===== src/rtl/hazard_scoreboard.sv =====
// Hazard scoreboard for the 5-stage core: tracks in-flight destination tags,
// drives IF/ID freeze and ID->EXE bubble, registers EXE forward selects.
module hazard_scoreboard #(
  parameter int unsigned NUM_REGS = 16,
  parameter int unsigned FWD_EN   = 0,
  parameter int unsigned CNT_W    = 16,
  localparam int unsigned REG_AW  = $clog2(NUM_REGS)
) (
  input  logic              clk,
  input  logic              rst,
  input  logic              id_valid,
  input  logic [REG_AW-1:0] id_src1,
  input  logic [REG_AW-1:0] id_src2,
  input  logic              id_two_src,
  input  logic              id_wb_en,
  input  logic              id_mem_read,
  input  logic [REG_AW-1:0] id_dest,
  input  logic              flush,
  input  logic              mem_ready,
  output logic              freeze,
  output logic              bubble,
  output logic [1:0]        fwd_sel1,
  output logic [1:0]        fwd_sel2,
  output logic [CNT_W-1:0]  stall_cycles
);

  // Only the EXE and MEM tags are ever compared; the WB tag would never be read,
  // and only the EXE slot needs the load flag.
  logic              slot0V, slot0Wb, slot0Ld;
  logic [REG_AW-1:0] slot0Dest;
  logic              slot1V, slot1Wb;
  logic [REG_AW-1:0] slot1Dest;

  logic       m1s0, m1s1, m2s0, m2s1;
  logic       hz, advance, issue;
  logic [1:0] sel1Next, sel2Next;

  assign m1s0 = slot0V & slot0Wb & (slot0Dest == id_src1);
  assign m1s1 = slot1V & slot1Wb & (slot1Dest == id_src1);
  assign m2s0 = id_two_src & slot0V & slot0Wb & (slot0Dest == id_src2);
  assign m2s1 = id_two_src & slot1V & slot1Wb & (slot1Dest == id_src2);

  always_comb begin
    if (FWD_EN != 0) begin
      hz = id_valid & slot0Ld & (m1s0 | m2s0);
    end else begin
      hz = id_valid & (m1s0 | m1s1 | m2s0 | m2s1);
    end
  end

  assign advance = mem_ready;
  assign issue   = id_valid & ~hz & ~flush;
  assign freeze  = (hz & ~flush) | ~mem_ready;
  assign bubble  = advance & (hz | flush);

  // Newest producer wins: an EXE-slot ALU result beats the MEM-slot value.
  always_comb begin
    sel1Next = 2'd0;
    sel2Next = 2'd0;
    if (issue) begin
      if (m1s0 && !slot0Ld) sel1Next = 2'd1;
      else if (m1s1)        sel1Next = 2'd2;
      if (m2s0 && !slot0Ld) sel2Next = 2'd1;
      else if (m2s1)        sel2Next = 2'd2;
    end
  end

  always_ff @(posedge clk or negedge rst) begin
    if (!rst) begin
      slot0V       <= 1'b0;
      slot0Wb      <= 1'b0;
      slot0Ld      <= 1'b0;
      slot0Dest    <= '0;
      slot1V       <= 1'b0;
      slot1Wb      <= 1'b0;
      slot1Dest    <= '0;
      fwd_sel1     <= 2'd0;
      fwd_sel2     <= 2'd0;
      stall_cycles <= '0;
    end else begin
      if (advance) begin
        slot1V    <= slot0V;
        slot1Wb   <= slot0Wb;
        slot1Dest <= slot0Dest;
        slot0V    <= issue;
        slot0Wb   <= issue & id_wb_en;
        slot0Ld   <= issue & id_mem_read;
        slot0Dest <= issue ? id_dest : '0;
        fwd_sel1  <= (FWD_EN != 0) ? sel1Next : 2'd0;
        fwd_sel2  <= (FWD_EN != 0) ? sel2Next : 2'd0;
      end
      if (freeze && (stall_cycles != '1)) begin
        stall_cycles <= stall_cycles + 1'b1;
      end
    end
  end

endmodule


===== config.mk =====
export PLATFORM = sky130hd
export DESIGN_NAME = hazard_scoreboard
export DESIGN_NICKNAME = d
export VERILOG_FILES = /design/src/rtl/hazard_scoreboard.sv
export SDC_FILE = /design/constraint.sdc
export NUM_CORES = 1
export LEC_CHECK = 0
export ABC_AREA = 0
export CAP_MARGIN = 5
export CORE_ASPECT_RATIO = 0.75
export CORE_UTILIZATION = 47
export DETAILED_ROUTE_END_ITERATION = 12
export PLACE_DENSITY = 0.79
export SETUP_SLACK_MARGIN = 0.4
export SLEW_MARGIN = 10
export SYNTH_ARGS = -nofsm -noshare
export SYNTH_HDL_FRONTEND = slang
export SYNTH_SLANG_ARGS = --single-unit

===== constraint.sdc =====
create_clock -name clk -period 2.48 [get_ports clk]
set_input_delay 0.248 -clock clk [delete_from_list [all_inputs] [get_ports clk]]
set_output_delay 0.248 -clock clk [all_outputs]
set_load 0.01 [all_outputs]

==> results of run 1 <==
==> cell families after synthesis <==
logic type	synth area share, %
compound gates	7.60
xor+xnor	17.5
fa+ha+maj	0.863
buf+inv	4.15
flops	48.4
mux	6.22
other cells	0.259
simple gates	15.0
==> flip-flops by register name (all words and copies together), names as in the netlist <==
| name | flops |
|---|---|
| slot0Dest | 4 |
| slot0V | 1 |
| slot0Wb | 1 |
| slot1Dest | 4 |
| slot1V | 1 |
| slot1Wb | 1 |
| stall_cycles | 16 |
==> power groups by stage <==
stage	Combinational, mW	Clock [mW]	Sequential, mW
floorplan	0.145	0	0.611
global placement	0.327	0	0.596
detailed placement	0.344	0	0.606
CTS	0.352	0.288	0.597
global route	0.430	0.301	0.608
finish	0.400	0.275	0.596
==> layout make-up <==
cell class                 instances  area [um^2]
fill                             211          885
multi-input combinational         90          752
sequential                        28          704
timing repair buffer              52          484
clock buffer                       4         55.1
tap                               38         47.5
inverter                           2         7.51
==> what timing repair did <==
item / 4_1_cts / 5_1_grt
resized for setup: 15 / 12
pin swaps: 6 / 6
gates cloned: 0 / 1
buffers inserted: 3 / 6
hold buffers: 0 / 0
setup endpoints to repair: 6 / 16
hold endpoints to repair: 0 / 0
==> metal layers <==
| layer | routed length (um) | GRT usage (%) | vias up |
|---|---|---|---|
| met5 | 0 | 0 | - |
| met4 | 82 | 6.38 | 0 |
| met3 | 208 | 5.32 | 6 |
| met2 | 1800 | 37.8 | 47 |
| met1 | 1590 | 31.1 | 582 |
| li1 | - | - | 537 |
==> critical path, stage by stage, from the launching register on <==
cell,delay (ns)
dfrtp_1,0.43
xnor2_1,0.24
nand3_1,0.19
nor4_2,0.23
nor3_2,0.12
o21ai_2,0.24
buf_4,0.16
buf_6,0.09
nand4_1,0.10
mux2_4,0.32
==> cells in the final DEF (no fill, tap or decap), types with 2 or more instances in the layout <==
master	netlist	layout
xor2_1	13	13
conb_1	1	4
mux2_2	7	7
clkbuf_8	0	4
dfrtp_2	0	3
clkdlybuf4s50_1	0	30
xnor2_1	16	14
buf_4	4	13
xnor2_2	0	2
nand4_1	8	8
dfrtp_1	28	25
nand3_1	7	7
dlymetal6s2s_1	0	2
a22o_1	5	5
nand2_1	3	3
and3_1	7	5
and3_4	1	3
inv_1	2	2
dlygate4sd2_1	0	2
nor4_2	0	2
buf_6	1	3
==> worst paths after layout <==
path	to	from	slack (ns)	depth (start not counted)
max reg2reg	stall_cycles[12]$_DFFE_PN0P_	slot1Dest[2]$_DFFE_PN0P_	0.27	9
max in group asynchronous	slot0Dest[1]$_DFFE_PN0P_	rst	1.83	2
min	slot1Wb$_DFFE_PN0P_	rst	0.35	2
min in group clk	stall_cycles[10]$_DFFE_PN0P_	stall_cycles[10]$_DFFE_PN0P_	0.51	1
max	stall_cycles[12]$_DFFE_PN0P_	slot1Dest[2]$_DFFE_PN0P_	0.27	9
min reg2reg	stall_cycles[10]$_DFFE_PN0P_	stall_cycles[10]$_DFFE_PN0P_	0.51	1
==> results_dict.tcl, run 1 <==
set metrics [dict create \
    totalWireLength_um 3680 \
    pin_count 42 \
    synth_area_um2 1450 \
    power.share.clock_pct 21.6 \
    critPathKind "register to register" \
    cts_tree "done" \
    viasPerCell 5.48 \
    critPathMaxFanout 4 \
    grt_pass1_wl_um 5710 \
    grt_pass1_vias 1177 \
    port_buffers 36 \
    ys.flop_type "dfrtp_1" \
    drt_iter0_markers 73 \
    cp.arrival_ns 2.38 \
    core_area_um2 2940 \
    stdcell_area_um2 2050 \
    h-tree-depth 1 \
    rows 17 \
    cts.sinks 28 \
    swShare_pct 29.8 \
    p_int_mw 0.892 \
    switchingPower_mw 0.379 \
    place_ws_ns -0.0368 \
    yosysTopAreaCell "dfrtp_1" \
    cts.clk_slew.worst_paths_ns 0.09 \
    hp-class "input port to async pin" \
    clock_tree.root_cell "clkbuf_8" \
    ys_ff_latch 28 \
    dieArea_um2 3310 \
    place_congestion 0.932 \
    async_reset_ff_share_pct 100 \
    status "complete, no violations" \
    detail_route.first_pass.iterations 5 \
    layout_min_cycle_time_ns 2.21 \
    fin_nets 198 \
    cts.path.max_buffers 2 \
    grt_max_degree 29 \
    netlist_top_cells_count "28 x dfrtp_1, 16 x xnor2_1, 13 x xor2_1, 8 x nand4_1" \
    synth_area_leaders "dfrtp_1 48%, xnor2_1 9.7%, xor2_1 7.9%" \
    postPlaceCellArea_um2 1860 \
    grt_overflow 0 \
    dpl.hpwl_um 2570 \
    cts_buffers 3 \
    grt_util_all_layers_pct 23.3 \
    fin_setup_tns_ns 0 \
    netlist_instances 125 \
    clock_skew_ns 0.0100 \
    final_util_pct 69.9 \
    drv_cap 0 \
    antenna_found_initial 0 \
    ant_nets 0 \
    synth_cell_types 33 \
    placed_cells 200 \
    synth_edf_count 0 \
    antennaDiodeCount 0 \
    syn_to_final_growth_pct 41.5 \
    combPwrFrac_pct 31.4 \
    drc 0 \
    drive_gt1_share_pct 25.6 \
    seqPwrFrac_pct 46.9 \
    post_layout_nonfiller_instances 214 \
    hold_slack_ns 0.349 \
    wire_per_inst_um 17.2 \
    postSynthAreaPerCell_um2 11.6 \
    ir_drop_mv 0.437 \
    setup_violations 0 \
    cp-start-kind "register" \
    drv_slew 0 \
    end_kind "register" \
    fin_crit_sh_pct 89.2 \
    die_w_um 66.1 \
    yosysSeqAreaShare_pct 48.4 \
    grt_setup_unrepaired "yes" \
    vias 1172 \
    synth_warnings 0 \
    finalHoldViolCount 0 \
    worstPathRequired_ns 2.65 \
    timing.fmax_ghz 0.452 \
    power.total_mw 1.27 \
    synth.top_cell.area_share_pct 48.4 \
    yosysMostFrequentCell "dfrtp_1" \
    fin_ws_ns 0.268 \
    p_per_area_nw_per_um2 620 \
    insertion_delay_ns 0.27 \
    start_util_pct 49.4 \
    fp.dieH_um 50.1 \
    p_leak_nw 0.949 \
]
Power figures use the tool's default switching activity.
==> run 2: changes to the inputs <==
CTS_BUF_LIST = sky130_fd_sc_hd__clkbuf_16   (was default)
==> run 2 against run 1 <==
Worst setup slack improved by 0.13 ns. Final area rose by 0.43%. Sequential share of layout area decreased by 0.15 points. First-iteration DRC count is 9.6% higher. Combinational power barely moved. Maximum frequency is 6.4% higher. Register-to-register slack gained 0.13 ns. Critical path type unchanged.
==> results_dict.tcl, run 2 (synthesized netlist as in run 1, its figures left out) <==
set metrics [dict create \
    status "complete, no violations" \
    fin_setup_tns_ns 0 \
    layout_commonest_cell "clkdlybuf4s50_1" \
    cts_tree "done" \
    end_kind "register" \
    core_area_um2 2940 \
    p_leak_nw 0.950 \
    nFillCells 217 \
    place_congestion 0.932 \
    fin_ws_ns 0.402 \
    vias 1180 \
    detail_route.first_pass.iterations 4 \
    hp-class "input port to async pin" \
    reg2reg_from "slot0Dest[1]$_DFFE_PN0P_" \
    cts.path.max_buffers 2 \
    clock_tree.root_cell "clkbuf_16" \
    drt_iter0_markers 80 \
    drive_gt1_share_pct 24.1 \
    largest_reg_flops 16 \
    fp.dieH_um 50.1 \
    drv_slew 0 \
    start_util_pct 49.4 \
    totalWireLength_um 3880 \
    p_per_area_nw_per_um2 662 \
    grt_util_all_layers_pct 23.3 \
    cts.clk_slew.worst_paths_ns 0.07 \
    grt_pass1_wl_um 5710 \
    syn_to_final_growth_pct 42.1 \
    die_w_um 66.1 \
    rows 17 \
    critPathKind "register to register" \
    ant_nets 0 \
    clock_skew_ns 0.00842 \
    r2r-end "stall_cycles[12]$_DFFE_PN0P_" \
    grt_max_degree 29 \
    largestRegisters "stall_cycles: 16 flops, slot0Dest: 4 flops, slot1Dest: 4 flops" \
    grt_overflow 0 \
    place_ws_ns -0.0368 \
    power.total_mw 1.36 \
    seqCellArea_um2 704 \
    pin_count 42 \
    setup_violations 0 \
    worstPathRequired_ns 2.63 \
    layout_min_cycle_time_ns 2.08 \
    startpoint "slot0Dest[1]$_DFFE_PN0P_" \
    cp-start-kind "register" \
    multiInputGateArea_um2 756 \
    port_buffers 36 \
    drv_cap 0 \
    viasPerCell 5.57 \
    dpl.hpwl_um 2570 \
    timing.fmax_ghz 0.481 \
    fin_crit_sh_pct 83.8 \
    antennaDiodeCount 0 \
    r2r_cells 8 \
    cts_buffers 3 \
    rrSetupSlack_ns 0.40 \
    grt_setup_unrepaired "yes" \
    insertion_delay_ns 0.26 \
    drc 0 \
    wire_per_inst_um 18.3 \
    most-common-layout-cells "29 x clkdlybuf4s50_1, 25 x dfrtp_1, 14 x xnor2_1, 12 x xor2_1, 11 x buf_4" \
    critPathMaxFanout 4 \
    cp.arrival_ns 2.23 \
    cts.sinks 28 \
    ir_drop_mv 0.422 \
    grt_pass1_vias 1144 \
    antenna_found_initial 0 \
    regMostFlops "stall_cycles" \
    h-tree-depth 1 \
    fin_nets 196 \
    finalHoldViolCount 0 \
    dieArea_um2 3310 \
]
[run 2: changes by cell type in the layout (fill, tap and decap cells not counted), sizes merged]
cell	change
buf	-2
clkbuf	-1
clkdlybuf4s50	-1
clkinv	+1
dlymetal6s2s	+1
[run 2: repair_timing]
item | 4_1_cts | 5_1_grt
buffers inserted | 2 | 5
gates cloned | 0 | 1
gates resized for setup | 14 | 12
hold buffers | 0 | 0
pin swaps | 4 | 6
setup endpoints to repair | 7 | 16
[run 2: worst max path at each step]
| stage | slack [ns] | endpoint | depth (start not counted) |
|---|---|---|---|
| global placement | 0.02 | freeze | 7 |
| detailed placement | -0.04 | freeze | 7 |
| floorplan | 0.51 | stall_cycles[5]$_DFFE_PN0P_ | 8 |
| finish | 0.40 | stall_cycles[12]$_DFFE_PN0P_ | 8 |
| CTS | 0.34 | freeze | 7 |
| global route | 0.34 | bubble | 8 |
[run 2: cell type report]
cell class / count / area share (%)
well taps: 38 / 2.31
repair buffers: 50 / 22.6
multi-input cells: 90 / 36.7
clock inverters: 1 / 0.182
flip-flops and latches: 28 / 34.2
clock buffers: 3 / 3.65
inverters: 2 / 0.365
[run 2: per-stage QoR]
step                instance area (um^2)  std cells  util (%)  hold WS [ns]
floorplan                           1460        128         -       -0.0476
global placement                    1860        200      63.4         0.474
detailed placement                  1860        200      63.4         0.487
CTS                                 1980        206      67.3         0.386
global route                        2060        212      70.2         0.404
finish                              2060        212      70.2         0.368
[run 2: layer usage]
metal  track usage, %  wire length [um]  up-vias
li1                 -                 -      533
met5                0                 0        -
met3             3.47               165        6
met4             4.26                50        0
met1             33.0              1730      591
met2             38.1              1940       50
[run 2: power by group]
part / switching (mW) / internal, mW / total [mW]
clock: 0.147 / 0.216 / 0.363
sequential: 0.0817 / 0.521 / 0.603
combinational: 0.173 / 0.224 / 0.397
[run 2: worst max-delay path: stages (launching register included)]
cell	delay (ns)
dfrtp_2	0.45
xnor2_2	0.13
nand4_1	0.13
o41ai_2	0.33
nor3_2	0.12
o21ai_2	0.23
buf_4	0.17
nand4_1	0.09
mux2_1	0.32
